$ cat config.mk
export PLATFORM = sky130hd
export DESIGN_NAME = alu_sequencer
export DESIGN_NICKNAME = d
export VERILOG_FILES = /design/src/rtl/alu_sequencer.sv
export SDC_FILE = /design/constraint.sdc
export NUM_CORES = 1
export LEC_CHECK = 0
export BUFFER_PORTS_ARGS = -buffer_cell sky130_fd_sc_hd__buf_2
export CORE_MARGIN = 4
export CORE_UTILIZATION = 50
export CTS_CLUSTER_SIZE = 14
export DETAILED_ROUTE_END_ITERATION = 8
export HOLD_SLACK_MARGIN = 0.15
export PLACE_DENSITY = 0.93
export SLEW_MARGIN = 20
export SYNTH_ARGS = -nofsm -noshare
export SYNTH_HDL_FRONTEND = slang
export SYNTH_SLANG_ARGS = --single-unit
$ cat constraint.sdc
create_clock -name clk -period 4.96 [get_ports clk]
set_input_delay 0 -clock clk [delete_from_list [all_inputs] [get_ports clk]]
set_output_delay 0 -clock clk [all_outputs]
set_load 0.1 [all_outputs]
$ cat src/rtl/alu_sequencer.sv
// Multi-cycle controller for a combinational 64-bit-result ALU: latches a request, holds the
// ALU inputs for a per-op settle time, then captures the result and issues HI/LO write strobes.
module alu_sequencer #(
    parameter int ALU_CYCLES = 1,
    parameter int MUL_CYCLES = 2,
    parameter int DIV_CYCLES = 4
) (
    input  logic        clk,
    input  logic        rst_n,
    input  logic        start,
    input  logic [4:0]  op_select,
    input  logic [31:0] a_in,
    input  logic [31:0] b_in,
    output logic [4:0]  alu_op,
    output logic [31:0] alu_a,
    output logic [31:0] alu_b,
    input  logic [63:0] alu_result,
    output logic        busy,
    output logic        done,
    output logic [31:0] z_lo,
    output logic [31:0] z_hi,
    output logic        lo_we,
    output logic        hi_we,
    output logic        div_by_zero,
    output logic        illegal_op
);

    localparam int MAX_AM  = (ALU_CYCLES > MUL_CYCLES) ? ALU_CYCLES : MUL_CYCLES;
    localparam int MAX_CYC = (MAX_AM > DIV_CYCLES) ? MAX_AM : DIV_CYCLES;
    localparam int CNT_W   = $clog2(MAX_CYC) + 1;

    localparam logic [4:0] OP_MUL = 5'b01111;
    localparam logic [4:0] OP_DIV = 5'b10000;

    typedef enum logic [1:0] {IDLE, EXEC, DONE} state_e;

    state_e      state_q, state_d;
    logic [CNT_W-1:0] cnt_q, cnt_d;
    logic [4:0]  alu_op_q, alu_op_d;
    logic [31:0] alu_a_q, alu_a_d, alu_b_q, alu_b_d;
    logic [31:0] z_lo_q, z_lo_d, z_hi_q, z_hi_d;
    logic        busy_q, busy_d, done_q, done_d;
    logic        lo_we_q, lo_we_d, hi_we_q, hi_we_d;
    logic        dbz_q, dbz_d, ill_q, ill_d;

    function automatic logic is_legal(input logic [4:0] op);
        return (op >= 5'b00011 && op <= 5'b01011) || (op >= 5'b01111 && op <= 5'b10010);
    endfunction

    // Illegal ops and divide-by-zero skip the settle wait and finish after a single EXEC cycle.
    function automatic logic [CNT_W-1:0] settle_cnt(input logic [4:0] op, input logic [31:0] b);
        if (!is_legal(op) || (op == OP_DIV && b == 32'd0)) return '0;
        if (op == OP_MUL) return CNT_W'(MUL_CYCLES - 1);
        if (op == OP_DIV) return CNT_W'(DIV_CYCLES - 1);
        return CNT_W'(ALU_CYCLES - 1);
    endfunction

    always_comb begin
        // NOTE: every _d gets a default first so no path through the case leaves a latch behind.
        state_d  = state_q;
        cnt_d    = cnt_q;
        alu_op_d = alu_op_q;
        alu_a_d  = alu_a_q;
        alu_b_d  = alu_b_q;
        z_lo_d   = z_lo_q;
        z_hi_d   = z_hi_q;
        busy_d   = 1'b0;
        done_d   = 1'b0;
        lo_we_d  = 1'b0;
        hi_we_d  = 1'b0;
        dbz_d    = 1'b0;
        ill_d    = 1'b0;
        case (state_q)
            IDLE: begin
                if (start) begin
                    alu_op_d = op_select;
                    alu_a_d  = a_in;
                    alu_b_d  = b_in;
                    cnt_d    = settle_cnt(op_select, b_in);
                    busy_d   = 1'b1;
                    state_d  = EXEC;
                end
            end
            EXEC: begin
                busy_d = 1'b1;
                if (cnt_q == '0) begin
                    state_d = DONE;
                    done_d  = 1'b1;
                    if (!is_legal(alu_op_q)) begin
                        ill_d = 1'b1;
                    end else if (alu_op_q == OP_DIV && alu_b_q == 32'd0) begin
                        dbz_d = 1'b1;
                    end else begin
                        z_hi_d  = alu_result[63:32];
                        z_lo_d  = alu_result[31:0];
                        lo_we_d = 1'b1;
                        hi_we_d = (alu_op_q == OP_MUL) || (alu_op_q == OP_DIV);
                    end
                end else begin
                    cnt_d = cnt_q - 1'b1;
                end
            end
            DONE: state_d = IDLE;
            default: state_d = IDLE;
        endcase
    end

    // NOTE: state uses non-blocking assignments so every flop samples pre-edge values.
    always_ff @(posedge clk or negedge rst_n) begin
        if (!rst_n) begin
            state_q  <= IDLE;
            cnt_q    <= '0;
            alu_op_q <= '0;
            alu_a_q  <= '0;
            alu_b_q  <= '0;
            z_lo_q   <= '0;
            z_hi_q   <= '0;
            busy_q   <= 1'b0;
            done_q   <= 1'b0;
            lo_we_q  <= 1'b0;
            hi_we_q  <= 1'b0;
            dbz_q    <= 1'b0;
            ill_q    <= 1'b0;
        end else begin
            state_q  <= state_d;
            cnt_q    <= cnt_d;
            alu_op_q <= alu_op_d;
            alu_a_q  <= alu_a_d;
            alu_b_q  <= alu_b_d;
            z_lo_q   <= z_lo_d;
            z_hi_q   <= z_hi_d;
            busy_q   <= busy_d;
            done_q   <= done_d;
            lo_we_q  <= lo_we_d;
            hi_we_q  <= hi_we_d;
            dbz_q    <= dbz_d;
            ill_q    <= ill_d;
        end
    end

    assign alu_op      = alu_op_q;
    assign alu_a       = alu_a_q;
    assign alu_b       = alu_b_q;
    assign z_lo        = z_lo_q;
    assign z_hi        = z_hi_q;
    assign busy        = busy_q;
    assign done        = done_q;
    assign lo_we       = lo_we_q;
    assign hi_we       = hi_we_q;
    assign div_by_zero = dbz_q;
    assign illegal_op  = ill_q;

endmodule

==> results of run 1 <==
==> critical path: stages (launching register included) <==
cell and delay (ns):
dfrtp_1 0.39, inv_1 0.09, ha_1 0.24, nand4bb_4 0.15, a211oi_2 0.20, a31oi_2 0.10
a21oi_4 0.13, buf_4 0.83, mux2_2 0.44
==> final timing paths <==
check,startpoint,end,slack [ns]
min in group clk,a_in[7],alu_a[7]$_DFFE_PN0P_,0.36
min reg2reg,alu_a[14]$_DFFE_PN0P_,alu_a[14]$_DFFE_PN0P_,0.51
max in group asynchronous,rst_n,z_hi[22]$_DFFE_PN0P_,3.45
min,rst_n,z_lo[4]$_DFFE_PN0P_,0.16
max reg2reg,cnt_q[0]$_DFFE_PN0P_,z_hi[12]$_DFFE_PN0P_,2.22
max,cnt_q[0]$_DFFE_PN0P_,z_hi[12]$_DFFE_PN0P_,2.22
==> cell usage after synthesis (2+ instances only) <==
cell,number
mux2_4,49
ha_1,2
mux2i_1,2
nand2b_1,3
buf_12,5
nor2_1,10
nor4_1,18
o21ai_0,5
mux2_2,83
inv_1,6
nand4_1,4
dfrtp_1,144
buf_2,8
nand2_1,6
nand4b_1,2
a21oi_1,2
==> kinds of logic after synthesis <==
logic type	after synthesis	share of synthesized area
fa+ha+maj	2	0.00422
mux	134	0.285
flops	144	0.607
buf+inv	22	0.0306
compound gates	15	0.0183
simple gates	51	0.0548
==> sequential cells by signal, indices dropped and copies added (netlist names) <==
signal	count
alu_a	32
alu_b	32
alu_op	5
busy	1
cnt_q	3
div_by_zero	1
done	1
hi_we	1
illegal_op	1
lo_we	1
state_q	2
z_hi	32
z_lo	32
==> repair_timing <==
item                                    CTS  global route
endpoints found under the setup margin    0             0
hold buffers                            135             0
hold endpoints to repair                209             0
==> stage by stage <==
stage	hold WS [ns]	setup slack [ns]	utilization	instance area, um2	instances
after floorplan	-0.296	2.49	-	5930	368
after global placement	0.0356	2.40	0.640	7370	773
after detailed placement	0.0481	2.28	0.640	7370	773
after CTS	0.185	2.26	0.808	9310	940
after global routing	0.191	2.10	0.809	9310	941
final	0.159	2.22	0.809	9310	942
==> area by class of cell <==
| type | count | area share |
|---|---|---|
| diodes | 2 | 0.000537 |
| clock buffers | 17 | 0.0457 |
| clock inverters | 15 | 0.0173 |
| inverters | 7 | 0.00282 |
| multi-input cells | 202 | 0.232 |
| flip-flops and latches | 144 | 0.387 |
| well taps | 143 | 0.0192 |
| repair buffers | 412 | 0.295 |
==> per-layer routing <==
layer / GRT usage / wire, um
met2: 0.547 / 11000
met3: 0.0951 / 1630
met5: 0 / 0
met4: 0.157 / 931
met1: 0.322 / 7270
==> results.md, run 1 <==
- Setup crit end kind: flop
- Skew-Pair Late Insertion Delay: 0.42 ns
- P&R area growth vs syn: 56.9%
- Fin crit period: 2.74 ns
- H-tree depth: 4
- Final HPWL DP: 11.2 mm
- CP arrival: 3.03 ns
- Routed WL per cell: 22.1 um
- Max Cap Violations: 0
- Critical Path RT: 5.25 ns
- Remaining antenna violation count: 0
- TritonCTS clock tree: built
- Post_cts resized: 0
- Syn nets: 506
- Post-synth cell types: 35
- Port bufs: 274
- DRT Wirelength: 20.8 mm
- Post-synth ARST share: 1.00
- Startpoint Class: flop
- 1st-iter DRT viols: 489
- Vias in the first global route: 5768
- Status: finished, final reports clean
- First-pass GRT wire length: 31.2 mm
- Yosys reg bits: 144
- CTS Sinks: 144
- Cell count after synthesis: 368
- Max FO, Critical Path: 65
- Slew Limit Fails: 0
- GRT Residual Overflow: 0
- Register cell area after layout: 3600 um2
- Num CTS Buffers: 17
- Syn_area_per_cell: 16.1 um2
- Fmax achieved: 365 MHz
- GP Congestion: 0.801
- Initial Util: 0.515
- Row Count: 39
- DRC violations left: 0
- Total core area: 11500 um2
- Kind of critical path: reg -> reg
- Leading cell types in the layout, fill and taps excluded: buf_2 (273), dfrtp_1 (144), dlygate4sd3_1 (135)
- Predominant post-synthesis flop cell: dfrtp_1
- Vias: 5062
- Die area: 13700 um2
- Final Hold Fails: 0
- Final setup fails: 0
- Top-area cell type share of the netlist area: 0.607
- Warnings, synthesis: 0
- Share of layout cells above drive strength 1: 0.563
- Synthesized area: 5930 um2
- RSZ-0062 raised after global routing: no
- Worst Skew: 0.0152 ns
- R2R depth: 8
- Slew headroom: 0.277
- Final setup TNS: 0 ns
- Net total in the final layout: 922
- CTS max path bufs: 2
- Antenna violations before repair: 1
- Die H: 117 um
- GRT Total Usage: 0.305
- Largest area contributor in the netlist: dfrtp_1
- Die Wd: 117 um
- CTS root buffer: clkbuf_16
- EDFF count, synth: 0
- Hold Path Class: in -> async
- Commonest non-fill, non-tap cell in the layout: buf_2
- Via-per-instance ratio: 5.37
- Largest net degree at the start of global routing: 74
- Worst-Margin Slew: 1.08 ns
- Tcrit/Tclk final: 0.552
- Area occupied by multi-input gates: 2160 um2
- Drt first pass iters: 5
- Top area cells in the synthesized netlist: dfrtp_1 (61%), mux2_2 (16%), mux2_4 (12%), nor4_1 (1.9%), buf_12 (1.7%)
- Number of placed I/O pins: 275
- Worst-path clk slew: 0.06 ns
- Postcts setup bufs: 0
- Filler cell count: 565
- Seq/Total Area, Yosys: 0.607
Power of run 1 is left out: the tool's default activity adds up to more than one toggle a clock period on the data nets, which glitch-free logic cannot reach.
==> run 2, diff against run 1 <==
--- a/config.mk
+++ b/config.mk
@@ -7,11 +7,11 @@
 export LEC_CHECK = 0
 export BUFFER_PORTS_ARGS = -buffer_cell sky130_fd_sc_hd__buf_2
 export CORE_MARGIN = 4
-export CORE_UTILIZATION = 50
+export CORE_UTILIZATION = 42
 export CTS_CLUSTER_SIZE = 14
 export DETAILED_ROUTE_END_ITERATION = 8
 export HOLD_SLACK_MARGIN = 0.15
-export PLACE_DENSITY = 0.93
+export PLACE_DENSITY = 0.84
 export SLEW_MARGIN = 20
 export SYNTH_ARGS = -nofsm -noshare
 export SYNTH_HDL_FRONTEND = slang
==> constraint.sdc (replaced) <==
create_clock -name clk -period 2.3 [get_ports clk]
set_input_delay 0 -clock clk [delete_from_list [all_inputs] [get_ports clk]]
set_output_delay 0 -clock clk [all_outputs]
set_load 0.1 [all_outputs]
==> results.md, run 2 (synthesized netlist as in run 1, its figures left out) <==
- GRT Total Usage: 0.227 (-0.0788)
- CP arrival: 2.45 ns (-0.58 ns)
- Remaining antenna violation count: 0 (unchanged)
- 1st-iter DRT viols: 261 (-47%)
- Slew Limit Fails: 0 (unchanged)
- TritonCTS clock tree: built
- Skew-Pair Late Insertion Delay: 0.41 ns (about the same)
- Max FO, Critical Path: 34 (-48%)
- Pre-CTS setup slack: 0.153 ns (-2.13 ns)
- Antenna violations before repair: 0 (-1)
- Antenna diode count: 0 (-2)
- CTS max path bufs: 2 (unchanged)
- Critical Path RT: 2.58 ns (-2.67 ns)
- Total core area: 13900 um2 (+21%)
- Final HPWL DP: 11.3 mm (+0.74%)
- GRT Residual Overflow: 0 (unchanged)
- Leading cell types in the layout, fill and taps excluded: buf_2 (273), dfrtp_1 (139), dlygate4sd3_1 (136)
- Slew headroom: 0.570 (+0.293)
- Routed WL per cell: 18.9 um (-15%)
- Crit path cell chain: inv_1, ha_1, nand4bb_4, a211oi_2, a31oi_2, a21oi_4, buf_12, mux2_2
- Number of placed I/O pins: 275 (unchanged)
- Hold Path Class: in -> reg
- Row Count: 43 (+10%)
- First-pass GRT wire length: 28.6 mm (-8.1%)
- GP Congestion: 0.870 (+8.7%)
- Tcrit/Tclk final: 0.943 (+0.391)
- Die area: 16100 um2 (+18%)
- DRC violations left: 0 (unchanged)
- Kind of critical path: reg -> reg
- Port bufs: 274 (unchanged)
- Die Wd: 127 um (+8.5%)
- Die H: 127 um (+8.5%)
- Area of placed instances: 7490 um2 (+1.6%)
- Vias: 4856 (-4.1%)
- Fin crit period: 2.17 ns (-0.568 ns)
- Startpoint Class: flop
- Max Cap Violations: 0 (unchanged)
- Final setup TNS: 0 ns (unchanged)
- Worst Skew: 0.00917 ns (-0.00601 ns)
- Slowest CP cell: dfrtp_1
- CTS root buffer: clkbuf_16
- Share of layout cells above drive strength 1: 0.573 (+0.00914)
- Initial Util: 0.428 (-0.0878)
- Drt first pass iters: 4 (-1)
- Net total in the final layout: 926 (+0.43%)
- Via-per-instance ratio: 4.96 (-7.8%)
- DRT Wirelength: 18.5 mm (-11%)
- Status: finished, final reports clean
- Final Hold Fails: 0 (unchanged)
- Final setup fails: 0 (unchanged)
- Cell area after layout: 9490 um2 (+1.9%)
- Fmax achieved: 461 MHz (+26%)
- H-tree depth: 4 (unchanged)
- Worst-Margin Slew: 0.640 ns (-0.444 ns)
- Num CTS Buffers: 17 (unchanged)
- RSZ-0062 raised after global routing: no
- Commonest non-fill, non-tap cell in the layout: buf_2
- CTS Sinks: 144 (unchanged)
- Vias in the first global route: 5487 (-4.9%)
- Largest net degree at the start of global routing: 77 (+4.1%)
- Worst setup margin: 0.130 ns (-2.09 ns)
- CP max stage delay: 0.39 ns (-0.44 ns)
- Setup crit end kind: flop
- Worst-path clk slew: 0.06 ns (about the same)
- P&R area growth vs syn: 60.0%
==> run 2: cell count changes in the layout (fill, tap and decap cells not counted), sizes merged <==
| cell | previous run | this run |
|---|---|---|
| clkinvlp | 4 | 3 |
| bufinv | 2 | 4 |
| clkinv | 5 | 4 |
| dlygate4sd3 | 135 | 136 |
| buf | 277 | 280 |
| diode | 2 | 0 |
| inv | 11 | 10 |
==> run 2: stage by stage <==
step	hold slack, ns	cells	util
global placement	-0.105	812	0.539
finish	0.349	980	0.684
detailed placement	-0.0971	812	0.539
global route	0.351	980	0.684
floorplan	-0.296	368	-
CTS	0.331	980	0.683
==> run 2: final cells by class <==
| cell class | count | area [um2] |
|---|---|---|
| clock buffer | 17 | 425 |
| tap | 180 | 225 |
| clock inverter | 14 | 189 |
| sequential | 144 | 3610 |
| fill | 924 | 4390 |
| multi-input combinational | 202 | 2170 |
| inverter | 7 | 26.3 |
| timing repair buffer | 416 | 2850 |
==> run 2: worst paths after layout <==
kind	startpoint	to	slack, ns	cells past startpoint
worst min-delay path	alu_result[19]	z_lo[19]$_DFFE_PN0P_	0.35	3
min in group asynchronous	rst_n	z_lo[10]$_DFFE_PN0P_	0.67	4
worst max register to register	cnt_q[0]$_DFFE_PN0P_	z_hi[0]$_DFFE_PN0P_	0.13	8
worst min register to register	z_hi[6]$_DFFE_PN0P_	z_hi[6]$_DFFE_PN0P_	0.50	1
worst max-delay path	cnt_q[0]$_DFFE_PN0P_	z_hi[0]$_DFFE_PN0P_	0.13	8
max in group asynchronous	rst_n	alu_a[11]$_DFFE_PN0P_	1.15	4
==> run 2: per-layer routing <==
layer,part of all wire,GRT usage
met2,0.53,0.410
met3,0.077,0.0699
met1,0.36,0.238
met5,0,0
met4,0.038,0.109
==> run 2: critical path, delay by kind of cell (launching register included) <==
family | cells | cell delay (ns)
AO/OA/AOI/OAI | 3 | 0.48
adder cells (fa/ha/maj) | 1 | 0.25
buffers and inverters | 2 | 0.37
flip-flops | 1 | 0.39
multiplexers | 1 | 0.38
AND/OR/NAND/NOR | 1 | 0.15
==> run 2: timing repair <==
item	CTS	global route
buffers inserted	0	0
hold endpoints to repair	282	0
gates resized for setup	0	2
hold buffers	137	0
setup endpoints to repair	0	14
Power of run 2 is left out for the same reason.
==> run 3, diff against run 2 <==
--- a/config.mk
+++ b/config.mk
@@ -7,11 +7,11 @@
 export LEC_CHECK = 0
 export BUFFER_PORTS_ARGS = -buffer_cell sky130_fd_sc_hd__buf_2
 export CORE_MARGIN = 4
-export CORE_UTILIZATION = 42
+export CORE_UTILIZATION = 47
 export CTS_CLUSTER_SIZE = 14
 export DETAILED_ROUTE_END_ITERATION = 8
 export HOLD_SLACK_MARGIN = 0.15
-export PLACE_DENSITY = 0.84
+export PLACE_DENSITY = 0.88
 export SLEW_MARGIN = 20
 export SYNTH_ARGS = -nofsm -noshare
 export SYNTH_HDL_FRONTEND = slang
==> constraint.sdc (replaced) <==
create_clock -name clk -period 2 [get_ports clk]
set_input_delay 0 -clock clk [delete_from_list [all_inputs] [get_ports clk]]
set_output_delay 0 -clock clk [all_outputs]
set_load 0.1 [all_outputs]
==> results.md, run 3 (synthesized netlist as in run 1, its figures left out) <==
- Remaining antenna violation count: 0 (unchanged)
- GRT Residual Overflow: 0 (unchanged)
- Status: finished with violations
- P&R area growth vs syn: 72.0%
- Setup crit end kind: flop
- Max FO, Critical Path: 7 (-79%)
- Total core area: 12200 um2 (-12%)
- DRC violations left: 0 (unchanged)
- Kind of critical path: reg -> reg
- Row Count: 40 (-7.0%)
- CTS root buffer: clkbuf_16
- CP arrival: 2.46 ns (about the same)
- Slew headroom: 0.649 (+0.0785)
- Failing checks: negative setup slack
- Hold Slack: 0.357 ns (+0.00768 ns)
- Final HPWL DP: 12.1 mm (+7.0%)
- Vias: 5324 (+9.6%)
- 1st-iter DRT viols: 356 (+36%)
- Drt first pass iters: 5 (+1)
- Leading cell types in the layout, fill and taps excluded: buf_2 (273), dlygate4sd3_1 (136), dfrtp_1 (107)
- Filler cell count: 560 (-39%)
- Tcrit/Tclk final: 1.08 (+0.140)
- Net total in the final layout: 975 (+5.3%)
- Initial Util: 0.488 (+0.0604)
- GRT Total Usage: 0.287 (+0.0603)
- Hold Path Class: in -> reg
- TritonCTS clock tree: built
- Vias in the first global route: 5779 (+5.3%)
- GP Congestion: 0.805 (-7.5%)
- Die Wd: 120 um (-5.1%)
- CTS Sinks: 144 (unchanged)
- Commonest non-fill, non-tap cell in the layout: buf_2
- Die H: 120 um (-5.1%)
- Fin crit period: 2.17 ns (-0.00213 ns)
- Via-per-instance ratio: 5.22 (+5.4%)
- DRT Wirelength: 23.4 mm (+27%)
- Skew-Pair Late Insertion Delay: 0.42 ns (about the same)
- Worst-path clk slew: 0.07 ns (about the same)
- Antenna violations before repair: 2 (+2)
- Worst-Margin Slew: 0.530 ns (-0.110 ns)
- Num CTS Buffers: 17 (unchanged)
- Worst Skew: 0.0131 ns (+0.00393 ns)
- Share of layout cells above drive strength 1: 0.646 (+0.0734)
- Max Cap Violations: 0 (unchanged)
- Worst setup margin: -0.168 ns (-0.298 ns)
- Startpoint Class: flop
- Critical Path RT: 2.30 ns (-0.28 ns)
- Die area: 14500 um2 (-10%)
- Final setup fails: 64 (+64)
- Number of placed I/O pins: 275 (unchanged)
- H-tree depth: 4 (unchanged)
- First-pass GRT wire length: 31.6 mm (+10%)
- Largest net degree at the start of global routing: 73 (-5.2%)
- CTS max path bufs: 2 (unchanged)
- Routed WL per cell: 23.0 um (+22%)
- Slew Limit Fails: 0 (unchanged)
- Fmax achieved: 461 MHz (about the same)
- Port bufs: 274 (unchanged)
- Final core utilization: 0.840 (+0.156)
- Final Hold Fails: 0 (unchanged)
- RSZ-0062 raised after global routing: yes
-- run 3: cell count changes in the layout (fill, tap and decap cells not counted), moves of 4 or more --
cell / delta
dfrtp_2: +27
nor4_1: -4
clkbuf_16: +4
buf_6: +5
mux2_4: +15
dfrtp_4: +5
buf_8: +6
buf_4: +32
mux2_2: -15
dfrtp_1: -32
-- run 3: path summary, 6_finish.rpt --
kind | startpoint | to | slack [ns] | depth (start not counted)
worst max-delay path | cnt_q[1]$_DFFE_PN0P_ | z_hi[26]$_DFFE_PN0P_ | -0.17 | 10
worst min-delay path | alu_result[62] | z_hi[30]$_DFFE_PN0P_ | 0.36 | 3
worst max register to register | cnt_q[1]$_DFFE_PN0P_ | z_hi[26]$_DFFE_PN0P_ | -0.17 | 10
worst min register to register | alu_a[31]$_DFFE_PN0P_ | alu_a[31]$_DFFE_PN0P_ | 0.50 | 1
max in group asynchronous | rst_n | alu_a[15]$_DFFE_PN0P_ | 0.96 | 4
min in group asynchronous | rst_n | z_lo[4]$_DFFE_PN0P_ | 0.71 | 4
-- run 3: worst max-delay path, cell delays in order (launching register included) --
cell and delay (ns):
dfrtp_1 0.39, inv_2 0.09, ha_4 0.14, nand4bb_4 0.11
buf_4 0.17, inv_2 0.07, a31oi_2 0.13, a21oi_4 0.27
clkbuf_16 0.22, clkbuf_16 0.16, mux2_4 0.30
-- run 3: what timing repair did --
action | in CTS | in global routing
hold buffers | 137 | 0
gates cloned | 0 | 4
pin swaps | 0 | 1
hold endpoints to repair | 282 | 0
setup endpoints to repair | 62 | 64
setup buffers | 2 | 10
resized for setup | 9 | 36
-- run 3: area by class of cell --
type | instances | area [um2] | share of cell area
clock inverters | 13 | 183 | 0.0179
inverters | 7 | 26.3 | 0.00257
repair buffers | 465 | 3380 | 0.331
well taps | 168 | 210 | 0.0206
flip-flops and latches | 144 | 3660 | 0.359
multi-input cells | 202 | 2290 | 0.225
diodes | 1 | 2.50 | 0.000245
clock buffers | 19 | 453 | 0.0444
-- run 3: layer usage --
layer / up-vias / share of wire / GRT usage / routed length (um)
li1: 2275 / - / - / -
met1: 2604 / 0.36 / 0.306 / 8320
met2: 351 / 0.52 / 0.517 / 12100
met5: - / 0.00055 / 0 / 13
met3: 92 / 0.085 / 0.0931 / 1990
met4: 2 / 0.042 / 0.125 / 994
-- run 3: per-stage QoR --
| stage | TNS, ns | area (um2) | setup WS [ns] | std cells |
|---|---|---|---|---|
| after floorplan | -1.99 | 6000 | -0.0413 | 368 |
| after global placement | -7.00 | 7810 | -0.127 | 833 |
| after detailed placement | -8.93 | 7810 | -0.169 | 833 |
| after CTS | -1.21 | 9890 | -0.0462 | 1004 |
| after global routing | -11.08 | 10200 | -0.223 | 1019 |
| final | -7.98 | 10200 | -0.168 | 1019 |
Power of run 3 is left out for the same reason.
